--- config.mk ---
export PLATFORM = sky130hd
export DESIGN_NAME = vcxo_lock_loop
export DESIGN_NICKNAME = d
export VERILOG_FILES = /design/src/rtl/vcxo_lock_loop.sv
export SDC_FILE = /design/constraint.sdc
export NUM_CORES = 1
export LEC_CHECK = 0
export ABC_AREA = 1
export CORE_AREA = 2 2 162 164
export CTS_BUF_LIST = sky130_fd_sc_hd__clkbuf_4
export DETAILED_ROUTE_END_ITERATION = 10
export DIE_AREA = 0 0 164 166
export PLACE_DENSITY = 0.8
export SLEW_MARGIN = 20
export SYNTH_ARGS = -nofsm -noshare
export SYNTH_HDL_FRONTEND = slang
export SYNTH_SLANG_ARGS = --single-unit
--- constraint.sdc ---
create_clock -name clk_in -period 13.8 [get_ports clk_in]
set_input_delay 1.38 -clock clk_in [delete_from_list [all_inputs] [get_ports clk_in]]
set_output_delay 1.38 -clock clk_in [all_outputs]
set_load 0.02 [all_outputs]
--- src/rtl/vcxo_lock_loop.sv ---
// Frequency-lock loop: counts VCXO ticks over a reference gate window, rejects
// outliers, and steps a saturating, wrap-synchronised PWM duty driving the tuning pump.
module vcxo_lock_loop #(
    parameter int unsigned GATE_CYCLES   = 122880,
    parameter int unsigned NOMINAL_COUNT = 122880,
    parameter int unsigned CNT_W         = 24,
    parameter int unsigned PWM_W         = 12,
    parameter int unsigned PWM_MAX       = 500,
    parameter int unsigned PWM_INIT      = 250,
    parameter int unsigned ERR_LIMIT     = 1000,
    parameter int unsigned JUMP_LIMIT    = 50,
    parameter int unsigned COARSE_THRESH = 64,
    parameter int unsigned COARSE_SHIFT  = 4,
    parameter int unsigned LOCK_TOL      = 2,
    parameter int unsigned LOCK_COUNT    = 8
) (
    input  logic                    clk_in,
    input  logic                    reset_in,
    input  logic                    enable_in,
    input  logic                    hold_in,
    input  logic signed [7:0]       correction_in,
    input  logic                    vcxo_tick_in,
    output logic signed [CNT_W-1:0] freq_error,
    output logic                    freq_error_valid,
    output logic [PWM_W-1:0]        pwm_value,
    output logic                    pump,
    output logic                    locked
);

    localparam int unsigned WIN_W  = $clog2(GATE_CYCLES + 1);
    localparam int unsigned LOCK_W = $clog2(LOCK_COUNT + 1);
    localparam int unsigned SUM_W  = CNT_W + PWM_W + 2;

    localparam logic [WIN_W-1:0]        WIN_LAST   = WIN_W'(GATE_CYCLES - 1);
    localparam logic [CNT_W-1:0]        NOM        = CNT_W'(NOMINAL_COUNT);
    localparam logic [CNT_W:0]          ERR_LIM_W  = (CNT_W + 1)'(ERR_LIMIT);
    localparam logic [CNT_W:0]          JUMP_LIM_W = (CNT_W + 1)'(JUMP_LIMIT);
    localparam logic [CNT_W:0]          THRESH_W   = (CNT_W + 1)'(COARSE_THRESH);
    localparam logic [CNT_W:0]          TOL_W      = (CNT_W + 1)'(LOCK_TOL);
    localparam logic [LOCK_W-1:0]       LOCK_FULL  = LOCK_W'(LOCK_COUNT);
    localparam logic [PWM_W-1:0]        PWM_LAST   = PWM_W'(PWM_MAX - 1);
    localparam logic [PWM_W-1:0]        PWM_TOP    = PWM_W'(PWM_MAX);
    localparam logic [PWM_W-1:0]        PWM_RST    = PWM_W'(PWM_INIT);
    localparam logic signed [SUM_W-1:0] PWM_TOP_S  = SUM_W'(PWM_MAX);

    typedef enum logic [1:0] {S_IDLE, S_GATE, S_EVAL, S_UPDATE} state_t;

    state_t                  state;
    logic [WIN_W-1:0]        win_cnt;
    logic [CNT_W-1:0]        tick_cnt;
    logic signed [CNT_W-1:0] err_r, prev_error;
    logic [CNT_W:0]          err_abs_r;
    logic                    accept_r, first_window;
    logic [LOCK_W-1:0]       lock_cnt;
    logic [PWM_W-1:0]        shadow, pwm_cnt;

    logic signed [CNT_W-1:0] corr_ext, err_calc;
    logic [CNT_W:0]          err_abs, jump_abs, coarse, step;
    logic                    accept_calc;
    logic signed [SUM_W-1:0] shadow_w, step_w, sum_w;
    logic [PWM_W-1:0]        shadow_next;
    logic [LOCK_W-1:0]       lock_next;

    function automatic logic [CNT_W:0] abs_w(input logic signed [CNT_W:0] v);
        return v[CNT_W] ? $unsigned(-v) : $unsigned(v);
    endfunction

    // Error and jump are evaluated one bit wider so neither magnitude can overflow.
    always_comb begin
        corr_ext    = {{(CNT_W - 8){correction_in[7]}}, correction_in};
        err_calc    = $signed(tick_cnt - NOM + corr_ext);
        err_abs     = abs_w({err_calc[CNT_W-1], err_calc});
        jump_abs    = abs_w({prev_error[CNT_W-1], prev_error} - {err_calc[CNT_W-1], err_calc});
        accept_calc = (err_abs < ERR_LIM_W) && (first_window || (jump_abs < JUMP_LIM_W));
    end

    always_comb begin
        coarse   = err_abs_r >> COARSE_SHIFT;
        step     = ((err_abs_r <= THRESH_W) || (coarse == '0)) ? (CNT_W + 1)'(1) : coarse;
        shadow_w = $signed(SUM_W'(shadow));
        step_w   = $signed(SUM_W'(step));
        if (err_r == '0)
            sum_w = shadow_w;
        else if (err_r[CNT_W-1])
            sum_w = shadow_w + step_w;
        else
            sum_w = shadow_w - step_w;
        if (sum_w[SUM_W-1])
            shadow_next = '0;
        else if (sum_w > PWM_TOP_S)
            shadow_next = PWM_TOP;
        else
            shadow_next = sum_w[PWM_W-1:0];
        if (err_abs_r <= TOL_W)
            lock_next = (lock_cnt == LOCK_FULL) ? lock_cnt : lock_cnt + LOCK_W'(1);
        else
            lock_next = '0;
    end

    always_ff @(posedge clk_in) begin
        if (reset_in) begin
            state            <= S_IDLE;
            win_cnt          <= '0;
            tick_cnt         <= '0;
            err_r            <= '0;
            err_abs_r        <= '0;
            accept_r         <= 1'b0;
            prev_error       <= '0;
            first_window     <= 1'b1;
            lock_cnt         <= '0;
            locked           <= 1'b0;
            freq_error       <= '0;
            freq_error_valid <= 1'b0;
            shadow           <= PWM_RST;
            pwm_value        <= PWM_RST;
            pwm_cnt          <= '0;
            pump             <= 1'b0;
        end else begin
            freq_error_valid <= 1'b0;
            case (state)
                S_IDLE: begin
                    win_cnt  <= '0;
                    tick_cnt <= '0;
                    if (enable_in)
                        state <= S_GATE;
                end
                S_GATE: begin
                    if (!enable_in) begin
                        state    <= S_IDLE;
                        win_cnt  <= '0;
                        tick_cnt <= '0;
                        lock_cnt <= '0;
                        locked   <= 1'b0;
                    end else begin
                        tick_cnt <= tick_cnt + CNT_W'(vcxo_tick_in);
                        if (win_cnt == WIN_LAST) begin
                            win_cnt <= '0;
                            state   <= S_EVAL;
                        end else begin
                            win_cnt <= win_cnt + WIN_W'(1);
                        end
                    end
                end
                S_EVAL: begin
                    err_r     <= err_calc;
                    err_abs_r <= err_abs;
                    accept_r  <= accept_calc;
                    state     <= S_UPDATE;
                end
                S_UPDATE: begin
                    win_cnt  <= '0;
                    tick_cnt <= '0;
                    if (!enable_in) begin
                        state    <= S_IDLE;
                        lock_cnt <= '0;
                        locked   <= 1'b0;
                    end else begin
                        state        <= S_GATE;
                        prev_error   <= err_r;
                        first_window <= 1'b0;
                        if (accept_r) begin
                            freq_error       <= err_r;
                            freq_error_valid <= 1'b1;
                            lock_cnt         <= lock_next;
                            locked           <= (lock_next == LOCK_FULL);
                            if (!hold_in)
                                shadow <= shadow_next;
                        end
                    end
                end
                default: state <= S_IDLE;
            endcase

            // Active duty only follows the shadow at period wrap, so no PWM cycle is truncated.
            if (pwm_cnt == PWM_LAST) begin
                pwm_cnt   <= '0;
                pwm_value <= shadow;
            end else begin
                pwm_cnt <= pwm_cnt + PWM_W'(1);
            end
            pump <= (pwm_value > pwm_cnt);
        end
    end

endmodule

==> results of run 1 <==
[synthesized netlist by cell type, types with 4 or more instances]
master / number
a211oi_1: 12
a21oi_1: 126
a31oi_1: 8
buf_1: 4
clkbuf_1: 52
clkinv_1: 7
dfxtp_1: 184
fa_1: 4
ha_1: 109
inv_1: 316
inv_2: 10
nand2_1: 513
nand2_2: 21
nand3_1: 180
nand3_2: 6
nand3b_1: 8
nand4_1: 36
nor2_1: 189
nor2_2: 5
nor3_1: 46
nor4_1: 7
o211ai_1: 7
o21a_1: 4
o21ai_0: 139
o21ai_1: 6
o21bai_1: 6
o22ai_1: 41
o32ai_1: 10
or2_2: 8
xnor2_1: 10
xor2_1: 47
[per-stage QoR]
stage	setup slack, ns	cell area [um^2]	hold slack (ns)	total power, mW
6_report	7.57	14900	0.482	1.75
5_1_grt	7.01	14900	0.512	1.88
4_1_cts	7.65	14900	0.484	1.74
3_5_place_dp	7.01	14500	0.459	1.39
3_3_place_gp	7.22	14500	0.442	1.37
2_1_floorplan	8.51	13800	0.426	1.21
[metal layers]
layer  up-vias  global-route usage
li1       7118                   -
met1      6414               0.346
met2       488               0.483
met3        77              0.0380
met4         0               0.106
met5         -                   0
[worst max-delay path: cells and delay by family]
| family | cells | cell delay [ns] |
|---|---|---|
| AOI/OAI and AO/OA | 3 | 0.57 |
| and+or+nand+nor | 29 | 2.46 |
| adders and majority gates | 3 | 1.14 |
| buffers and inverters | 6 | 1.24 |
[cell type report]
cell class | count | area, um^2 | area share
multi-input combinational | 1582 | 8590 | 0.577
sequential | 184 | 3680 | 0.247
inverter | 333 | 1250 | 0.0840
timing repair buffer | 62 | 588 | 0.0395
tap | 335 | 419 | 0.0282
clock inverter | 15 | 225 | 0.0151
clock buffer | 17 | 128 | 0.00858
antenna | 1 | 2.50 | 0.000168
[kinds of logic after synthesis]
logic type,synth area share
flip-flops,0.267
XOR/XNOR,0.0362
AO/OA/AOI/OAI,0.155
buffers and inverters,0.109
AND/OR/NAND/NOR,0.327
adder cells (fa/ha/maj),0.105
[flip-flops by register name, indices dropped and copies added, names as in the netlist, named ones only]
name	cells
err_abs_r	24
prev_error	24
err_r	24
first_window	1
lock_cnt	4
pwm_value	12
pump	1
freq_error_valid	1
freq_error	24
state	1
pwm_cnt	12
shadow	12
tick_cnt	24
accept_r	1
locked	1
win_cnt	17
[power by group through the flow]
stage                     sequential (mW)  clock [mW]  combinational, mW
after CTS                           0.594       0.359              0.785
after global placement              0.604           0              0.763
final                               0.595       0.354              0.800
after global routing                0.600       0.381              0.899
after floorplan                     0.594           0              0.613
after detailed placement            0.605           0              0.781
[worst max path at each step]
stage                     start  endpoint
2_1_floorplan  correction_in[1]  accept_r
3_3_place_gp   correction_in[7]  accept_r
3_5_place_dp   correction_in[7]  accept_r
4_1_cts        correction_in[7]  accept_r
5_1_grt        correction_in[7]  accept_r
6_report       correction_in[7]  accept_r
[placed cells by master (no fill, tap or decap), drive strengths merged, types with 9 or more instances in the layout]
| cell | netlist | final |
|---|---|---|
| nand2 | 537 | 537 |
| inv | 326 | 335 |
| nor2 | 196 | 196 |
| nand3 | 186 | 186 |
| dfxtp | 184 | 184 |
| o21ai | 146 | 146 |
| a21oi | 128 | 128 |
| ha | 109 | 109 |
| clkdlybuf4s50 | 0 | 50 |
| nor3 | 49 | 49 |
| xor2 | 47 | 47 |
| o22ai | 41 | 41 |
| nand4 | 36 | 36 |
| clkbuf | 52 | 17 |
| clkinv | 7 | 13 |
| a211oi | 12 | 12 |
| buf | 9 | 12 |
| xnor2 | 10 | 10 |
| o32ai | 10 | 10 |
| nand3b | 9 | 9 |
==> metrics.txt, run 1 <==
status=complete, no violations; Internal Power=0.925 mW; RR Endpoint=accept_r; Primary FF master, synth=dfxtp_1; placed cell count=2496; Die Span X=164 um; initial antenna violation count=1; Sequential Power Share=0.340; Routed WL=between 30000 and 40000 um; remaining routing DRC violations=0; CTS root buf=clkbuf_4; Total GRT Usage=0.278; first-pass GRT wire length=slightly above 60000 um; WHS Endpoint=locked; combinational share of power=0.457; Async SR Flop Fraction=0; Die Area=27200 um^2; Crit path arrival time=slightly below 7 ns; Tightest Pin Transition=0.942 ns; starting density of the core=0.538; Netlist cell types=54; fin crit period=between 6 and 7 ns; clock transition at the registers of the reported paths=0.21 ns; met1 wire length=16400 um; vias in the first global route=about 13000; Mapped Cells=between 2000 and 2500; Port Buffer Count=51; worst-skew pair later-pin latency=0.64 ns; Hold Path Depth=2; Area growth syn-to-layout=8.07%; DP Wirelength=29200 um; Yosys reg bits=184; Syn Area/Cell=approximately 6.4 um^2; RSZ-0062 raised after global routing=false; Die Y-Extent=166 um; routability congestion estimate=0.938; Final Max Slew Viols=0; Static Leakage=6.84 nW; top layer reached by signal wires=met4; FMAX=160 MHz; Worst slew margin=0.372; Peak VDD IR=0.104 mV; Core Box Area=around 26000 um^2; Final Non-Filler Cells=approximately 2500; Syn Nets=2286; Filler cells=~2500; Clock Tree Buf Depth=2; drt pass-1 iters=6; WL met2=17800 um; layout cells sized above 1=0.0492; Yosys top cell by area=dfxtp_1; 1st-iter DRT viols=1202; post-layout util=0.581; met3 routed WL=2210 um; Hold Crit Class=reg2reg; number of H-tree levels=4; clock share of power=0.202; Max Cap Violations=0; sequential area share after synthesis=0.267; type of the worst setup path=in2reg; Hold Crit Start=locked; clock sink total=184; final net count=2306; final setup vio count=0; CP dominant cell by count=nand2_1; setup_tns=0 ns; crit-path max FO=37; Critical R2R Launch=tick_cnt[1]; PD cells=roughly 120 nW/um^2; Overflow after GRT=0; Yosys warning count=0; Routed Antenna Nets=0; via count=between 10000 and 15000; Post-synth EDFFs=0; ranking of synthesized cells by area=dfxtp_1 27%, nand2_1 14%, ha_1 9.9%, inv_1 8.6%, nand3_1 6.5%; Via-to-Cell Ratio=5.57; largest net degree at the start of global routing=88; top cell type's share of synthesized area=0.267; CTS Buf Count=17; IO Pins=52; internal reg-to-reg setup slack=between 8 and 9 ns; startpoint type of the worst setup path=primary input; Slowest cell on crit path=clkdlybuf4s50_1; Routed WL per cell=about 15 um; NetSw=about 0.8 mW; Row Count=59; CTS Hold Bufs=0; Critical Path Sink Type=flip-flop; CTS tree=yes; fin crit share=0.452; sw frac=0.471; final hold viol count=0; Worst path max stage delay=0.77 ns; Crit path required time=roughly 14 ns; worst reg2reg path depth=33; Mapped Area=13800 um^2; Post-CTS Resized=0; final clock skew=0.0404 ns; post-CTS setup buffer count=0
Note: power is estimated with default switching activity, not from simulation.
==> run 2: changes to the inputs <==
--- a/config.mk
+++ b/config.mk
@@ -10,7 +10,7 @@
 export CTS_BUF_LIST = sky130_fd_sc_hd__clkbuf_4
 export DETAILED_ROUTE_END_ITERATION = 10
 export DIE_AREA = 0 0 164 166
-export PLACE_DENSITY = 0.8
+export PLACE_DENSITY = 0.83
 export SLEW_MARGIN = 20
 export SYNTH_ARGS = -nofsm -noshare
 export SYNTH_HDL_FRONTEND = slang
==> constraint.sdc (replaced) <==
create_clock -name clk_in -period 5.7 [get_ports clk_in]
set_input_delay 0.57 -clock clk_in [delete_from_list [all_inputs] [get_ports clk_in]]
set_output_delay 0.57 -clock clk_in [all_outputs]
set_load 0.02 [all_outputs]
==> run 2 against run 1 <==
Clock power grew 140%. Hold slack lost 0.0022 ns. Combinational power grew 150%. Critical path depth shrank 6. Highest routed layer unchanged. Routed wire length grew 1.1%. Non-clock buffer count grew 8. Critical path type is now reg2reg. Final area grew 0.31%. Final cell count grew 0.32%.
==> metrics.txt, run 2 (synthesis gave the netlist of run 1 again) <==
status=complete, no violations; Post-CTS Resized=0; CTS Buf Count=17; final hold viol count=0; IO Pins=52; Area growth syn-to-layout=8.40%; 1st-iter DRT viols=1324; Static Leakage=6.87 nW; Total GRT Usage=0.281; final net count=between 2000 and 2500; Slowest cell on crit path=dfxtp_1; Die Area=27200 um^2; drt pass-1 iters=8; Overflow after GRT=0; Peak VDD IR=0.239 mV; Via-to-Cell Ratio=between 5 and 6; clock transition at the registers of the reported paths=0.23 ns; clock sink total=184; CTS tree=yes; Crit path arrival time=5.53 ns; fin crit share=0.868; Routed Antenna Nets=0; number of H-tree levels=4; RSZ-0062 raised after global routing=false; FMAX=202 MHz; setup_tns=0 ns; CTS Hold Bufs=0; Tightest Pin Transition=about 1 ns; via count=14300; startpoint type of the worst setup path=flip-flop; Top Usage Layer GRT=met2; fin crit period=4.95 ns; PD cells=285 nW/um^2; most frequent cells in the layout=513 x nand2_1, 314 x inv_1, 189 x nor2_1; DP Wirelength=29400 um; vias in the first global route=13600; Port Buffer Count=51; Crit path required time=6.28 ns; routability congestion estimate=0.993; Routed WL=38100 um; met1 Usage GRT=0.337; final setup vio count=0; first-pass GRT wire length=63400 um; post-layout util=0.583; type of the worst setup path=reg2reg; Worst slew margin=0.332; placed cell count=2504; Final Non-Filler Cells=2537; final clock skew=~0.047 ns; Worst path max stage delay=0.43 ns; Routed WL per cell=15.0 um; Final Max Slew Viols=0; met3 GRT Util=0.0390; Row Count=59; Core Box Area=between 20000 and 30000 um^2; Hold Crit Class=reg2reg; commonest non-fill, non-tap cell in the layout=nand2_1; largest net degree at the start of global routing=just under 90; initial antenna violation count=1; layout cells sized above 1=0.0527; worst-skew pair later-pin latency=about 0.65 ns; post-CTS setup buffer count=0; crit-path max FO=37; Critical Path Sink Type=flip-flop; Design Power=4.25 mW; GR Util met2=0.492; Die Span X=164 um; Clock Tree Buf Depth=2; CTS root buf=clkbuf_4; CP dominant cell by count=nand2_1; Max Cap Violations=0; starting density of the core=0.538; Die Y-Extent=166 um; remaining routing DRC violations=0
[run 2: worst max-delay path, delay by kind of cell (launching register included)]
family,cells,cell delay (ns)
compound gates,3,0.57
simple gates,24,2.04
fa+ha+maj,4,1.30
buf+inv,3,0.23
xor+xnor,1,0.32
flops,1,0.43
[run 2: metrics by stage]
stage	worst slack, ns	hold slack [ns]	cell area [um^2]
final	0.752	0.480	14900
after global routing	0.304	0.510	14900
after CTS	0.814	0.482	14900
after detailed placement	0.202	0.456	14600
after global placement	0.292	0.446	14600
after floorplan	1.22	0.426	13800
[run 2: worst paths after layout]
check | startpoint | to | slack, ns | cells past startpoint
hold / removal | locked | locked | 0.48 | 2
setup reg to reg | tick_cnt[1] | accept_r | 0.75 | 35
setup / recovery | tick_cnt[1] | accept_r | 0.75 | 35
hold reg to reg | locked | locked | 0.48 | 2
[run 2: final cells by class]
cell class	count	area [um^2]
clock inverters	15	214
multi-input cells	1582	8580
fillers	2458	10700
flip-flops and latches	184	3680
clock buffers	17	128
inverters	333	1250
diodes	1	2.50
repair buffers	70	648
well taps	335	419
[run 2: metal layers]
metal / vias to the layer above / wire length [um]
li1: 7154 / -
met1: 6508 / 15800
met2: 523 / 18000
met3: 135 / 2430
met4: 0 / 1800
met5: - / 0
[run 2: where the power goes]
group	switching, mW	internal, mW	total, mW
clock network	0.615	0.225	0.840
registers	0.0711	1.37	1.44
logic	1.32	0.653	1.97
total	2.00	2.25	4.25
